**config.mk**
```make
export PLATFORM = sky130hd
export DESIGN_NAME = ifu_align_buf
export DESIGN_NICKNAME = d
export VERILOG_FILES = /design/src/rtl/ifu_align_buf.sv
export SDC_FILE = /design/constraint.sdc
export NUM_CORES = 1
export LEC_CHECK = 0
export BUFFER_PORTS_ARGS = -buffer_cell sky130_fd_sc_hd__buf_2
export CAP_MARGIN = 15
export CORE_MARGIN = 2
export CORE_UTILIZATION = 30
export DETAILED_ROUTE_END_ITERATION = 12
export PLACE_DENSITY = 0.64
export SLEW_MARGIN = 20
export SYNTH_ARGS = -nofsm -noshare
export SYNTH_HDL_FRONTEND = slang
export SYNTH_SLANG_ARGS = --single-unit
```
**constraint.sdc**
```tcl
create_clock -name clk -period 3.03 [get_ports clk]
set_input_delay 0.4545 -clock clk [delete_from_list [all_inputs] [get_ports clk]]
set_output_delay 0.4545 -clock clk [all_outputs]
set_load 0.01 [all_outputs]
```
**src/rtl/ifu_align_buf.sv**
```systemverilog
// Fetch realignment buffer: slices aligned 32-bit fetch words into whole RVC/RV32 instructions with PC.
// Outputs are registered-state driven (plus flush gating); one instruction per cycle when not starved.
module ifu_align_buf #(
   parameter logic [31:0] RESET_PC = 32'h8000_0000
) (
   input  logic        clk,
   input  logic        rst,
   input  logic        in_valid,
   output logic        in_ready,
   input  logic [31:0] in_word,
   input  logic        flush,
   input  logic [31:0] redirect_pc,
   output logic        out_valid,
   input  logic        out_ready,
   output logic [31:0] out_instr,
   output logic        out_is_rvc,
   output logic [31:0] out_pc
);

   logic [2:0][15:0] hw_q, hw_d;
   logic [1:0]       cnt_q, cnt_d;
   logic [31:0]      pc_q, pc_d;
   logic             drop_lo_q, drop_lo_d;

   logic             hw0_rvc;
   logic             consume;
   logic             accept;
   logic [1:0]       base;

   assign hw0_rvc    = (hw_q[0][1:0] != 2'b11);
   assign out_valid  = ~flush & (((cnt_q != 2'd0) & hw0_rvc) | (cnt_q >= 2'd2));
   // Gated by occupancy so the cleared slots after reset do not look like an RVC instruction.
   assign out_is_rvc = (cnt_q != 2'd0) & hw0_rvc;
   assign out_instr  = hw0_rvc ? {16'h0000, hw_q[0]} : {hw_q[1], hw_q[0]};
   assign out_pc     = pc_q;
   assign in_ready   = (cnt_q <= 2'd1) & ~flush;

   assign consume = out_valid & out_ready;
   assign accept  = in_valid & in_ready;

   always_comb begin
      hw_d      = hw_q;
      cnt_d     = cnt_q;
      pc_d      = pc_q;
      drop_lo_d = drop_lo_q;
      base      = cnt_q;

      if (flush) begin
         hw_d      = '0;
         cnt_d     = 2'd0;
         pc_d      = {redirect_pc[31:1], 1'b0};
         drop_lo_d = redirect_pc[1];
      end else begin
         if (consume) begin
            if (hw0_rvc) begin
               hw_d = {16'h0000, hw_q[2], hw_q[1]};
               base = cnt_q - 2'd1;
               pc_d = pc_q + 32'd2;
            end else begin
               hw_d = {32'h0000_0000, hw_q[2]};
               base = cnt_q - 2'd2;
               pc_d = pc_q + 32'd4;
            end
         end
         cnt_d = base;

         // Accept only happens with cnt<=1, so base is 0 or 1 here and the buffer never overflows.
         if (accept) begin
            if (drop_lo_q) begin
               if (base == 2'd0) hw_d[0] = in_word[31:16];
               else              hw_d[1] = in_word[31:16];
               cnt_d     = base + 2'd1;
               drop_lo_d = 1'b0;
            end else begin
               if (base == 2'd0) begin
                  hw_d[0] = in_word[15:0];
                  hw_d[1] = in_word[31:16];
               end else begin
                  hw_d[1] = in_word[15:0];
                  hw_d[2] = in_word[31:16];
               end
               cnt_d = base + 2'd2;
            end
         end
      end
   end

   always_ff @(posedge clk or posedge rst) begin
      if (rst) begin
         hw_q      <= '0;
         cnt_q     <= 2'd0;
         pc_q      <= {RESET_PC[31:1], 1'b0};
         drop_lo_q <= RESET_PC[1];
      end else begin
         hw_q      <= hw_d;
         cnt_q     <= cnt_d;
         pc_q      <= pc_d;
         drop_lo_q <= drop_lo_d;
      end
   end

endmodule

```
# Yosys cells after proc, flatten, opt, wreduce, memory -nomap -nowiden
# Index checks and enable logic that the tools add are counted.
[op_classes] bitwise=7 addsub=6 magnitude_cmp=2 eq_ne=1 n_mux=23 n_reduce_logical=4
[ops] op="32-bit 2-to-1 mux" count=6
[ops] op="48-bit 2-to-1 mux" count=3
[ops] op="16-bit 2-to-1 mux" count=6
[ops] op="32-bit by 2-bit adder with 32-bit output, second input constant" count=1
[ops] op="32-bit by 3-bit adder with 32-bit output, second input constant" count=1
[ops] op="2-bit 2-to-1 mux" count=6
[ops] op="2-bit nonzero test" count=3
[ops] op="1-bit AND" count=5
[ops] op="2-bit by 1-bit adder with 2-bit output, second input constant" count=1
[ops] op="2-bit adder, second input constant" count=1
[ops] op="2-bit >= comparator, second input constant" count=1
[ops] op="2-bit by 1-bit <= comparator with 1-bit output, second input constant" count=1
[ops] op="2-bit zero test" count=1
[ops] op="1-bit 2-to-1 mux" count=2
[ops] op="2-bit inequality test, second input constant" count=1
[ops] op="2-bit by 1-bit subtractor with 2-bit output, second input constant" count=1
[ops] op="2-bit subtractor, second input constant" count=1
[ops] op="1-bit inverter" count=1
[ops] op="1-bit bitwise OR" count=1
[word_totals] input_bits=69 word_cells=49 reg_bits=83

# Logic depth before layout (Yosys ltp)
# Gate-level depths: netlist of the first run.
[logic_depth] word_depth=12 mapped_depth=14

# Least setup slack after synthesis of the first run
# OpenSTA, ideal clock, no wires.
[synth_timing] kind="reg2reg" from="register cnt_q[0]" to="register hw_q[31] (netlist bit)" slack_ns=-0.069 setup_time_ns=0.110 required_ns=2.920 period_less_slack_ns=3.099 path_stages_with_launch=15 arrival_time_ns=2.989 n_path_buf=3 cell_sequence="dfrtp_1 inv_1 ha_1 or2_0 buf_2 o21ba_2 a22oi_1 ha_1 clkbuf_1 clkinv_1 nor4_2 clkbuf_1 o21a_1 o2bb2ai_1 o41ai_1"
[synth_lines] element="start, declared" line="21" rtl="logic [1:0] cnt_q, cnt_d;"
[synth_lines] element="start signal, assigned" line="96" rtl="cnt_q <= cnt_d;"
[synth_lines] element="end signal, assigned" line="95" rtl="hw_q <= hw_d;"
[synth_lines] element="end, declared" line="20" rtl="logic [2:0][15:0] hw_q, hw_d;"

==> summary.md, run 1 <==
• completed — status
• 5.55 — Via-to-Cell Ratio
• 32 — Worst Path Max Fanout
• 82 — TritonCTS Sinks
• cnt_q[1] — origin of the critical flop-to-flop path
• 17900 um2 — core region area
• 5440 um2 — netlist area before placement
• 0.912 — crit share post-route
• 2.86 nW — static leakage
• 139 um — die width
• 2.01 mW — switching power of the nets
• 0 ns — Fin Setup TNS
• 136 — count of pins on the block boundary
• 0 — ANT nets after route
• no — RSZ-0062 raised after global routing
• 0 — maxcap violations
• register — Worst setup EP type
• 0 — count of hold buffers inserted by post-cts repair
• 953 — Non-Filler Instances
• 0.07 ns — clock transition at the registers of the reported paths
• 90 — largest net degree at the start of global routing
• 0.233 — clock share of power
• 0.304 — starting density of the core
• 2 — buffer depth of the longest clock path
• 11900 um — Final HPWL DP
• sky130_fd_sc_hd__buf_2 (133), sky130_fd_sc_hd__nand2_1 (87), sky130_fd_sc_hd__dfrtp_1 (81) — commonest cells after routing, fill and taps aside
• 0.452 — share of total power in combinational logic
• 791 — net count of the finished layout
• 0.359 — Slew Limit Headroom
• 21.7% — Area growth, synth to finish
• in -> async — Min-Delay Path Class
• 0.302 — proportion of layout cells with a drive suffix above 1
• 0 — EDFF count, synth
• 507 uV — worst-case vdd ir drop
• 0.315 — sequential fraction of design power
• 611 — gate count of the mapped netlist
• reg -> reg — critical path class
• 1.00 — async set-reset flop share out of synthesis
• 7 — first-pass iteration count of the detailed router
• 2.74 mW — P_int
• 0 — buffers inserted during post-CTS setup optimization
• 19.2 um — detail-routed net length per standard cell
• 49 — Std-Cell Rows
• 0.961 ns — transition time at the pin with the least slew margin
• 0 — number of setup violations in the final report
• 0.35 ns — later-pin clock latency in the skew report
• 19200 um2 — floorplan die area
• 5291 — via count
• sky130_fd_sc_hd__dfrtp_1 — post-synthesis cell type with the largest combined area
• 3.30 ns — Required @ worst endpoint
• 133 — I/O Buffers
• 718 nW/um2 — pwr/cell area
• 934 — Placed Cells incl. Taps
• 0.27 ns — r2r setup slk
• 0 — final number of hold-violating endpoints
• 0 — Resized Gates After CTS
• 18300 um — post-detailed-routing wire length
• 0.372 — fraction of synthesized cell area taken by the top area cell type
• 3.03 ns — Arr. time, crit path
• 139 um — Die H
• 0.00676 ns — Worst Clk Skew
• 0.186 — gr usage total
• 2.76 ns — shortest clock period the worst path allows after layout
• sky130_fd_sc_hd__clkbuf_16 — root buffer cell
• 0.423 — net switching fraction of the power
• register — element type at the critical path start
• 57 — number of distinct standard cells referenced by the synthesized netlist
• 82 — post-synthesis register bit count
• 5073 — vias in the first global route
• 362 MHz — highest clock frequency the design can meet
• 5 — initial antenna violation count
• 0 — DRC viols
• done — CTS tree
• cnt_q[1] — worst setup path startpoint
• 0.377 — share of the yosys chip area belonging to registers
• 9 — number of buffers created by CTS
• sky130_fd_sc_hd__buf_2 — most common cell after layout, fill and taps aside
• 1843 — Fillers
• hw_q[44] — destination of the worst register-to-register timing path
• 0.798 — placer congestion estimate
• hw_q[44] — end point of the critical path
• 0 — Ys Warns
• 3 — maximum level of the CTS H-tree
• sky130_fd_sc_hd__dfrtp_1 — ys flop type
• sky130_fd_sc_hd__dfrtp_1 (37%), sky130_fd_sc_hd__nand2_1 (6.0%), sky130_fd_sc_hd__a21oi_1 (4.9%), sky130_fd_sc_hd__a211oi_1 (4.6%), sky130_fd_sc_hd__o211ai_1 (4.6%) — most area-consuming cells after synthesis
• 11 — reg2reg path depth
• 8.91 um2 — Synth Area per Inst
• 0 — overflow left after global routing
• 28500 um — wire length of the first global-routing pass
• 0 — final-report max-slew violation count
• 686 — synthesized net count
• 425 — drt initial violations
[final cells by class]
| class | count | area (um2) | share of cell area |
|---|---|---|---|
| Timing Repair Buffer | 161 | 901 | 0.136 |
| Clock buffer | 11 | 253 | 0.0382 |
| Sequential cell | 82 | 2050 | 0.310 |
| Tap cell | 229 | 287 | 0.0433 |
| Clock inverter | 5 | 37.5 | 0.00567 |
| Antenna cell | 3 | 7.51 | 0.00113 |
| Inverter | 9 | 35.0 | 0.00529 |
| Multi-Input combinational cell | 453 | 3050 | 0.460 |
[critical path, cell delays in order, from the launching register on]
cell and delay [ns]:
sky130_fd_sc_hd__dfrtp_1 0.45, sky130_fd_sc_hd__ha_1 0.22, sky130_fd_sc_hd__or2_0 0.24, sky130_fd_sc_hd__o21ba_2 0.23, sky130_fd_sc_hd__a22oi_2 0.21, sky130_fd_sc_hd__ha_1 0.25, sky130_fd_sc_hd__clkinv_1 0.15, sky130_fd_sc_hd__buf_4 0.20
sky130_fd_sc_hd__and2_1 0.14, sky130_fd_sc_hd__buf_4 0.23, sky130_fd_sc_hd__nand3b_1 0.19, sky130_fd_sc_hd__a21oi_1 0.16
[worst min-delay path by stage]
stage	from	end	slack [ns]	cells past startpoint
final	rst	hw_q[2]	0.19	3
after global routing	rst	hw_q[2]	0.24	3
after CTS	rst	hw_q[2]	0.21	3
after detailed placement	out_pc[22]	out_pc[22]	0.54	1
after global placement	out_pc[22]	out_pc[22]	0.53	1
after floorplan	hw_q[16]	hw_q[16]	0.53	2
[flip-flops by register name, indices dropped and copies added, names as in the netlist]
register   cells
hw_q          48
drop_lo_q      1
cnt_q          2
out_pc        31
[stage by stage]
step	hold WS (ns)	util	area (um2)	total power, mW	worst slack [ns]
2_1_floorplan	0.533	-	5450	2.91	0.0739
3_3_place_gp	0.533	0.353	6320	3.60	0.287
3_5_place_dp	0.542	0.353	6320	3.64	0.225
4_1_cts	0.211	0.369	6610	4.76	0.159
5_1_grt	0.239	0.370	6620	5.03	0.0631
6_report	0.186	0.370	6620	4.75	0.266
[routing by layer]
metal	track usage	routed length [um]	part of all wire
met4	0.0558	306	0.017
met1	0.251	8160	0.45
met3	0.0570	1490	0.082
met5	0	30	0.0016
met2	0.289	8270	0.45
[cells in the mapped netlist (2+ instances only)]
master                     count
sky130_fd_sc_hd__nand3b_1     16
sky130_fd_sc_hd__xor2_1        5
sky130_fd_sc_hd__dfrtp_1      81
sky130_fd_sc_hd__a22oi_1       2
sky130_fd_sc_hd__nor4_2        4
sky130_fd_sc_hd__nand3_1       9
sky130_fd_sc_hd__o21a_1        4
sky130_fd_sc_hd__o21bai_1      2
sky130_fd_sc_hd__nor4_1        5
sky130_fd_sc_hd__o31ai_1       2
sky130_fd_sc_hd__and2_1        2
sky130_fd_sc_hd__nor2_1       13
sky130_fd_sc_hd__mux2_2       21
sky130_fd_sc_hd__nand2b_1      2
sky130_fd_sc_hd__a32oi_1      15
sky130_fd_sc_hd__o21ai_1       6
sky130_fd_sc_hd__a211oi_1     33
sky130_fd_sc_hd__buf_2         9
sky130_fd_sc_hd__buf_1         2
sky130_fd_sc_hd__o311ai_0      9
sky130_fd_sc_hd__and3_1       36
sky130_fd_sc_hd__o21ai_0      15
sky130_fd_sc_hd__nand4_1       8
sky130_fd_sc_hd__nand2_1      87
sky130_fd_sc_hd__ha_1          6
sky130_fd_sc_hd__a21oi_1      53
sky130_fd_sc_hd__nor3_1        8
sky130_fd_sc_hd__buf_4        17
sky130_fd_sc_hd__mux2i_1      17
sky130_fd_sc_hd__o211ai_1     33
sky130_fd_sc_hd__inv_1         8
sky130_fd_sc_hd__xnor2_1      19
sky130_fd_sc_hd__clkbuf_1     38
[power by group through the flow]
stage          Clock, mW  Sequential (mW)  Combinational, mW
2_1_floorplan          0             1.46               1.45
6_report            1.11             1.50               2.15
5_1_grt             1.17             1.53               2.34
4_1_cts             1.13             1.49               2.14
3_3_place_gp           0             1.51               2.09
3_5_place_dp           0             1.51               2.12
[kinds of logic after synthesis]
family          count (synthesis)  synth area share
buf+inv                        76            0.0676
simple gates                  201             0.201
other cells                     1          0.000689
fa+ha+maj                       6            0.0138
compound gates                183             0.226
xor+xnor                       24            0.0386
flops                          82             0.377
mux                            38            0.0747
(Power assumes the default switching activity.)
==> inputs of run 2 (changes only) <==
- RECOVER_POWER: default -> 50
==> summary.md, run 2 (synthesis gave the netlist of run 1 again) <==
• 49 — Std-Cell Rows, unchanged
• 2.24 ns — transition time at the pin with the least slew margin, +1.28 ns
• out_pc[20] — hold path endpoint
• 139 um — Die H, unchanged
• 0 — DRC viols, unchanged
• 0.367 — Finished Core Util, -0.00315
• sky130_fd_sc_hd__buf_2 — most common cell after layout, fill and taps aside
• 0.304 — starting density of the core, unchanged
• sky130_fd_sc_hd__clkbuf_16 — root buffer cell
• 0.233 — clock share of power, about the same
• 90 — largest net degree at the start of global routing, unchanged
• 0 — count of hold buffers inserted by post-cts repair, unchanged
• 1 — maxcap violations, +1
• 0.00659 ns — Worst Clk Skew, -0.000169 ns
• 0.26 ns — r2r setup slk, about the same
• 410 — drt initial violations, -3.5%
• 0 — final number of hold-violating endpoints, unchanged
• 0.302 ns — worst hold slack, +0.116 ns
• 0.35 ns — later-pin clock latency in the skew report, about the same
• register — element type at the critical path start
• 3.04 ns — Arr. time, crit path, about the same
• 6560 um2 — area of all placed cells without fillers, -0.85%
• 8430 um — wire length on met2, +1.9%
• 5 — initial antenna violation count, unchanged
• cnt_q[1] — origin of the critical flop-to-flop path
• 0.257 — proportion of layout cells with a drive suffix above 1, -0.0458
• hw_q — largest reg by FF count
• 136 — count of pins on the block boundary, unchanged
• 5073 — vias in the first global route, unchanged
• met5 — top metal layer carrying routed signals
• in -> reg — Min-Delay Path Class
• 361 MHz — highest clock frequency the design can meet, -0.24%
• 510 uV — worst-case vdd ir drop, +0.63%
• hw_q[44] — destination of the worst register-to-register timing path
• 17900 um2 — core region area, unchanged
• 0.225 ns — Setup WS pre-CTS, unchanged
• 0 — overflow left after global routing, unchanged
• 0.425 — net switching fraction of the power, +0.00210
• 19200 um2 — floorplan die area, unchanged
• 19.3 um — detail-routed net length per standard cell, +0.83%
• 20.6% — Area growth, synth to finish
• 28500 um — wire length of the first global-routing pass, unchanged
• -0.495 — Slew Limit Headroom, -0.854
• 0.186 — gr usage total, unchanged
• 934 — Placed Cells incl. Taps, unchanged
• 11900 um — Final HPWL DP, unchanged
• 791 — net count of the finished layout, unchanged
• 0.914 — crit share post-route, +0.00218
• 3.30 ns — Required @ worst endpoint, about the same
• 0.318 — sequential fraction of design power, +0.003
• 18400 um — post-detailed-routing wire length, +0.83%
• 5317 — via count, +0.49%
• 83 — final-report max-slew violation count, +83
• 4.73 mW — Pwr Total, -0.46%
• 2.72 mW — P_int, -0.83%
• no — RSZ-0062 raised after global routing
• sky130_fd_sc_hd__dfrtp_1 — critical path's slowest cell
• capacitance limit, slew limit — violated checks
• done — CTS tree
• 32 — Worst Path Max Fanout, unchanged
• 0.45 ns — Largest stage delay, worst path, about the same
• 2.77 ns — shortest clock period the worst path allows after layout, +0.00661 ns
• 139 um — die width, unchanged
• 6320 um2 — Placed Instance Area, unchanged
• 82 — TritonCTS Sinks, unchanged
• 48 — flip-flop count of the largest register, all copies and words added, unchanged
• 9 — number of buffers created by CTS, unchanged
• finished with violations — status
• 0.259 ns — smallest setup slack after layout, -0.00661 ns
• 133 — I/O Buffers, unchanged
• 0.07 ns — clock transition at the registers of the reported paths, about the same
• 2.01 mW — switching power of the nets, about the same
• 953 — Non-Filler Instances, unchanged
• sky130_fd_sc_hd__buf_2 (100), sky130_fd_sc_hd__nand2_1 (87), sky130_fd_sc_hd__dfrtp_1 (81) — commonest cells after routing, fill and taps aside
• 5.58 — Via-to-Cell Ratio, +0.49%
• 3 — maximum level of the CTS H-tree, unchanged
• ha_1 > or2_0 > o21ba_2 > a22oi_2 > ha_1 > clkinv_1 > buf_4 > and2_1 > buf_4 > nand3b_1 > a21oi_1 — ordered list of cells on the worst path
• 0.449 — share of total power in combinational logic, -0.003
• register — Worst setup EP type
• 0 — number of setup violations in the final report, unchanged
• 8090 um — wire length on met1, -0.88%
• 11 — reg2reg path depth, unchanged
• 1560 um — routed wire length on met3, +4.6%
• 3 — Hold Path Depth
• reg -> reg — critical path class
• redirect_pc[20] — startpoint of the lowest-slack hold path
• 6 — first-pass iteration count of the detailed router, -1
• 0.798 — placer congestion estimate, unchanged
• 0 ns — Fin Setup TNS, unchanged
• 2 — buffer depth of the longest clock path, unchanged
• 721 nW/um2 — pwr/cell area, +0.39%
• 2.74 nW — static leakage, -4.4%
• 0 — ANT nets after route, unchanged
[run 2: cell types whose count changed in the layout (fill, tap and decap cells not counted), sizes merged]
cell      before  now
clkinv         4    3
clkbuf        11   45
clkinvlp       2    3
buf          161  127
[run 2: how the worst max path moves through the flow]
stage / slack [ns] / startpoint / end
3_5_place_dp: 0.23 / cnt_q[1] / hw_q[44]
2_1_floorplan: 0.07 / cnt_q[0] / hw_q[13]
3_3_place_gp: 0.29 / cnt_q[1] / hw_q[43]
5_1_grt: 0.06 / cnt_q[1] / hw_q[45]
4_1_cts: 0.16 / cnt_q[1] / hw_q[43]
6_report: 0.26 / cnt_q[1] / hw_q[44]
[run 2: power groups by stage]
stage / Sequential, mW / Clock (mW) / Combinational [mW]
6_report: 1.50 / 1.10 / 2.12
5_1_grt: 1.53 / 1.17 / 2.32
4_1_cts: 1.49 / 1.13 / 2.14
3_5_place_dp: 1.51 / 0 / 2.12
3_3_place_gp: 1.51 / 0 / 2.09
2_1_floorplan: 1.46 / 0 / 1.45
[run 2: critical path: cells and delay by family, from the launching register on]
kind / cells / cell delay [ns]
DFF: 1 / 0.45
AOI/OAI and AO/OA: 3 / 0.60
adders and majority gates: 2 / 0.47
and+or+nand+nor: 3 / 0.56
buffers and inverters: 3 / 0.58
[run 2: metal layers]
layer / global-route usage / up-vias
met4: 0.0558 / 6
li1: - / 2469
met3: 0.0570 / 29
met5: 0 / -
met2: 0.289 / 222
met1: 0.251 / 2591
[run 2: timing repair]
| action | in CTS | in global routing |
|---|---|---|
| buffers inserted | 0 | 0 |
| endpoints found under the setup margin | 0 | 6 |
| resized for setup | 0 | 1 |
[run 2: final cells by class]
type | count | area, um2
tap | 229 | 287
inverter | 9 | 35.0
multi-input combinational | 453 | 3050
antenna | 3 | 7.51
timing repair buffer | 161 | 845
clock inverter | 5 | 37.5
fill | 1859 | 11300
sequential | 82 | 2050
clock buffer | 11 | 253
==> inputs of run 3 (changes only) <==
- ABC_AREA: default -> 1
- PLACE_DENSITY: 0.64 -> default
- PLACE_DENSITY_LB_ADDON: default -> 0.08
- RECOVER_POWER: 50 -> default
==> summary.md, run 3 <==
• 16.0 um — detail-routed net length per standard cell, -17%
• 52 — Std-Cell Rows, +6.1%
• 0.0128 — xor and xnor area share after synthesis, -0.0258
• 0 — EDFF count, synth, unchanged
• 136 — count of pins on the block boundary, unchanged
• 38 — number of distinct standard cells referenced by the synthesized netlist, -33%
• 6.63 um2 — Synth Area per Inst, -26%
• 299 — drt initial violations, -27%
• hw_q — largest reg by FF count
• 0.167 — Synth Area in Compound Gates, -0.0593
• 18 — Worst Path Max Fanout, -44%
• 283 uV — worst-case vdd ir drop, -45%
• 1.00 — async set-reset flop share out of synthesis, unchanged
• sky130_fd_sc_hd__nand2_1 (267), sky130_fd_sc_hd__buf_2 (133), sky130_fd_sc_hd__nor2_1 (99) — commonest cells after routing, fill and taps aside
• 1 — initial antenna violation count, -4
• 2.52 ns — shortest clock period the worst path allows after layout, -0.251 ns
• 0 — Ys Warns, unchanged
• 0 — multiplexer area fraction after synthesis, -0.0747
• 3 — maximum level of the CTS H-tree, unchanged
• inv_2 > ha_1 > inv_1 > nand2_2 > nand2_2 > nand3_4 > inv_2 > o21ai_0 > nand2_1 > ha_1 > buf_4 > nand2_2 > buf_4 > a211oi_1 > nor2_1 — ordered list of cells on the worst path
• 0.35 ns — later-pin clock latency in the skew report, about the same
• register — Worst setup EP type
• 0 — DRC viols, unchanged
• 0 — count of hold buffers inserted by post-cts repair, unchanged
• completed — status
• 0.457 — Slew Limit Headroom, +0.952
• 5899 — vias in the first global route, +16%
• 558 nW/um2 — pwr/cell area, -23%
• 6186 — via count, +16%
• sky130_fd_sc_hd__dfrtp_1 (33%), sky130_fd_sc_hd__nand2_1 (16%), sky130_fd_sc_hd__nand3_1 (7.6%), sky130_fd_sc_hd__nor2_1 (6.0%), sky130_fd_sc_hd__inv_1 (5.4%) — most area-consuming cells after synthesis
• 0 — overflow left after global routing, unchanged
• 13900 um — Final HPWL DP, +16%
• 147 um — die width, +6.1%
• 0.334 — share of the yosys chip area belonging to registers, -0.0436
• 397 MHz — highest clock frequency the design can meet, +9.9%
• cnt_q[1] — origin of the critical flop-to-flop path
• sky130_fd_sc_hd__nand2_1 — most common cell after layout, fill and taps aside
• 928 — gate count of the mapped netlist, +52%
• 0.832 — crit share post-route, -0.0827
• 2.75 ns — Arr. time, crit path, -0.29 ns
• 20200 um2 — core region area, +13%
• 0 — number of setup violations in the final report, unchanged
• 15 — reg2reg path depth, +4
• sky130_fd_sc_hd__nand2_2 — cell repeated most along the worst path
• sky130_fd_sc_hd__dfrtp_1 — ys flop type
• 2 — buffer depth of the longest clock path, unchanged
• 50 — largest net degree at the start of global routing, -44%
• 9 — number of buffers created by CTS, unchanged
• 0.814 ns — transition time at the pin with the least slew margin, -1.43 ns
• 0.41 ns — Largest stage delay, worst path, -0.04 ns
• 32700 um — wire length of the first global-routing pass, +15%
• 0.305 — starting density of the core, +0.00107
• 3.26 ns — Required @ worst endpoint, -0.04 ns
• 0.51 ns — r2r setup slk, +0.25 ns
• 2271 — Fillers, +22%
• 1003 — synthesized net count, +46%
• 1093 — net count of the finished layout, +38%
• 0 — maxcap violations, -1
• 6150 um2 — netlist area before placement, +13%
• 82 — post-synthesis register bit count, unchanged
• sky130_fd_sc_hd__nand2_1 (267), sky130_fd_sc_hd__nor2_1 (99), sky130_fd_sc_hd__nand3_1 (94), sky130_fd_sc_hd__inv_1 (88), sky130_fd_sc_hd__dfrtp_1 (81) — leading cell types by count after synthesis
• 147 um — Die H, +6.1%
• 5 — first-pass iteration count of the detailed router, -1
• hw_q[1] — destination of the worst register-to-register timing path
• reg -> reg — critical path class
• done — CTS tree
• 0 — ANT nets after route, unchanged
• sky130_fd_sc_hd__dfrtp_1 — critical path's slowest cell
• 0 — final-report max-slew violation count, -100%
• sky130_fd_sc_hd__clkbuf_16 — root buffer cell
• 0.329 — fraction of synthesized cell area taken by the top area cell type, -0.0430
• in -> async — Min-Delay Path Class
• 0.00867 ns — Worst Clk Skew, +0.00208 ns
• 82 — TritonCTS Sinks, unchanged
• 0.0122 — share of synthesized cell area in full adder, half adder and majority cells, -0.00159
• 0.797 — placer congestion estimate, about the same
• 0.189 — proportion of layout cells with a drive suffix above 1, -0.0677
• simple AND/OR/NAND/NOR gates — combinational family with the most area after synthesis
• 1293 — Non-Filler Instances, +36%
• 4.78 — Via-to-Cell Ratio, -14%
• 21700 um2 — floorplan die area, +13%
• register — element type at the critical path start
• 133 — I/O Buffers, unchanged
• no — RSZ-0062 raised after global routing
• 0 — Resized Gates After CTS, unchanged
• 0 — final number of hold-violating endpoints, unchanged
• 0.349 — synthesized-area fraction occupied by and/or/nand/nor cells, +0.148
• 0.191 — gr usage total, +0.00481
• 0 — buffers inserted during post-CTS setup optimization, unchanged
• 20600 um — post-detailed-routing wire length, +12%
• sky130_fd_sc_hd__nand2_1 — most frequently used cell type in the post-synthesis netlist
• 0 ns — Fin Setup TNS, unchanged
• 48 — flip-flop count of the largest register, all copies and words added, unchanged
• 16.5% — Area growth, synth to finish
• sky130_fd_sc_hd__dfrtp_1 — post-synthesis cell type with the largest combined area
• 1277 — Placed Cells incl. Taps, +37%
• 0.07 ns — clock transition at the registers of the reported paths, about the same
• 3.60 nW — static leakage, +32%
-- run 3: changes by cell type in the layout (fill, tap and decap cells not counted), moves of 18 or more --
cell | before | now
sky130_fd_sc_hd__buf_2 | 100 | 133
sky130_fd_sc_hd__nand2_1 | 87 | 267
sky130_fd_sc_hd__and3_1 | 36 | 0
sky130_fd_sc_hd__mux2_2 | 21 | 0
sky130_fd_sc_hd__nor2_1 | 13 | 99
sky130_fd_sc_hd__clkbuf_1 | 33 | 1
sky130_fd_sc_hd__inv_1 | 7 | 86
sky130_fd_sc_hd__xnor2_1 | 19 | 1
sky130_fd_sc_hd__o21ai_0 | 15 | 35
sky130_fd_sc_hd__nand3_1 | 9 | 94
-- run 3: cell families after synthesis --
group           count (synthesis)
other cells                     1
buf+inv                       165
flops                          82
simple gates                  497
compound gates                168
xor+xnor                        9
fa+ha+maj                       6
-- run 3: how the worst max path moves through the flow --
stage	start	to	cells past startpoint
2_1_floorplan	rst	cnt_q[0]	1
3_5_place_dp	cnt_q[0]	hw_q[1]	15
4_1_cts	cnt_q[0]	hw_q[1]	15
6_report	cnt_q[1]	hw_q[1]	15
3_3_place_gp	cnt_q[1]	hw_q[1]	15
5_1_grt	cnt_q[1]	hw_q[13]	15
-- run 3: metal layers --
layer,part of all wire,GRT usage,vias up
li1,-,-,3196
met1,0.47,0.258,2838
met2,0.47,0.324,143
met3,0.045,0.0363,9
met4,0.0074,0.0293,0
met5,0,0,-
-- run 3: critical path: cells and delay by family (launching register included) --
kind | cells | cell delay (ns)
AO/OA/AOI/OAI | 2 | 0.39
AND/OR/NAND/NOR | 6 | 0.51
flip-flops | 1 | 0.41
buffers and inverters | 5 | 0.73
adder cells (fa/ha/maj) | 2 | 0.36
-- run 3: layout make-up --
type | count | area (um2) | area share
flip-flops and latches | 82 | 2050 | 0.286
diodes | 1 | 2.50 | 0.000349
clock buffers | 12 | 256 | 0.0358
repair buffers | 149 | 811 | 0.113
clock inverters | 3 | 15.0 | 0.00209
well taps | 270 | 338 | 0.0471
inverters | 95 | 360 | 0.0503
multi-input cells | 681 | 3330 | 0.465
-- run 3: through the flow --
step                 util  cell area [um2]  setup slack [ns]  hold WS (ns)  total power, mW
global route        0.355             7170             0.218         0.304             4.31
floorplan               -             6150             0.469         0.522             2.51
CTS                 0.355             7170             0.480         0.263             4.05
finish              0.355             7170             0.510         0.228             4.00
global placement    0.342             6890             0.492         0.539             2.97
detailed placement  0.342             6890             0.502         0.541             2.96
-- run 3: power by group --
part | internal [mW] | total (mW) | switching [mW]
combinational | 0.523 | 1.49 | 0.969
clock | 0.593 | 1.07 | 0.474
sequential | 1.27 | 1.44 | 0.176
total | 2.38 | 4.00 | 1.62
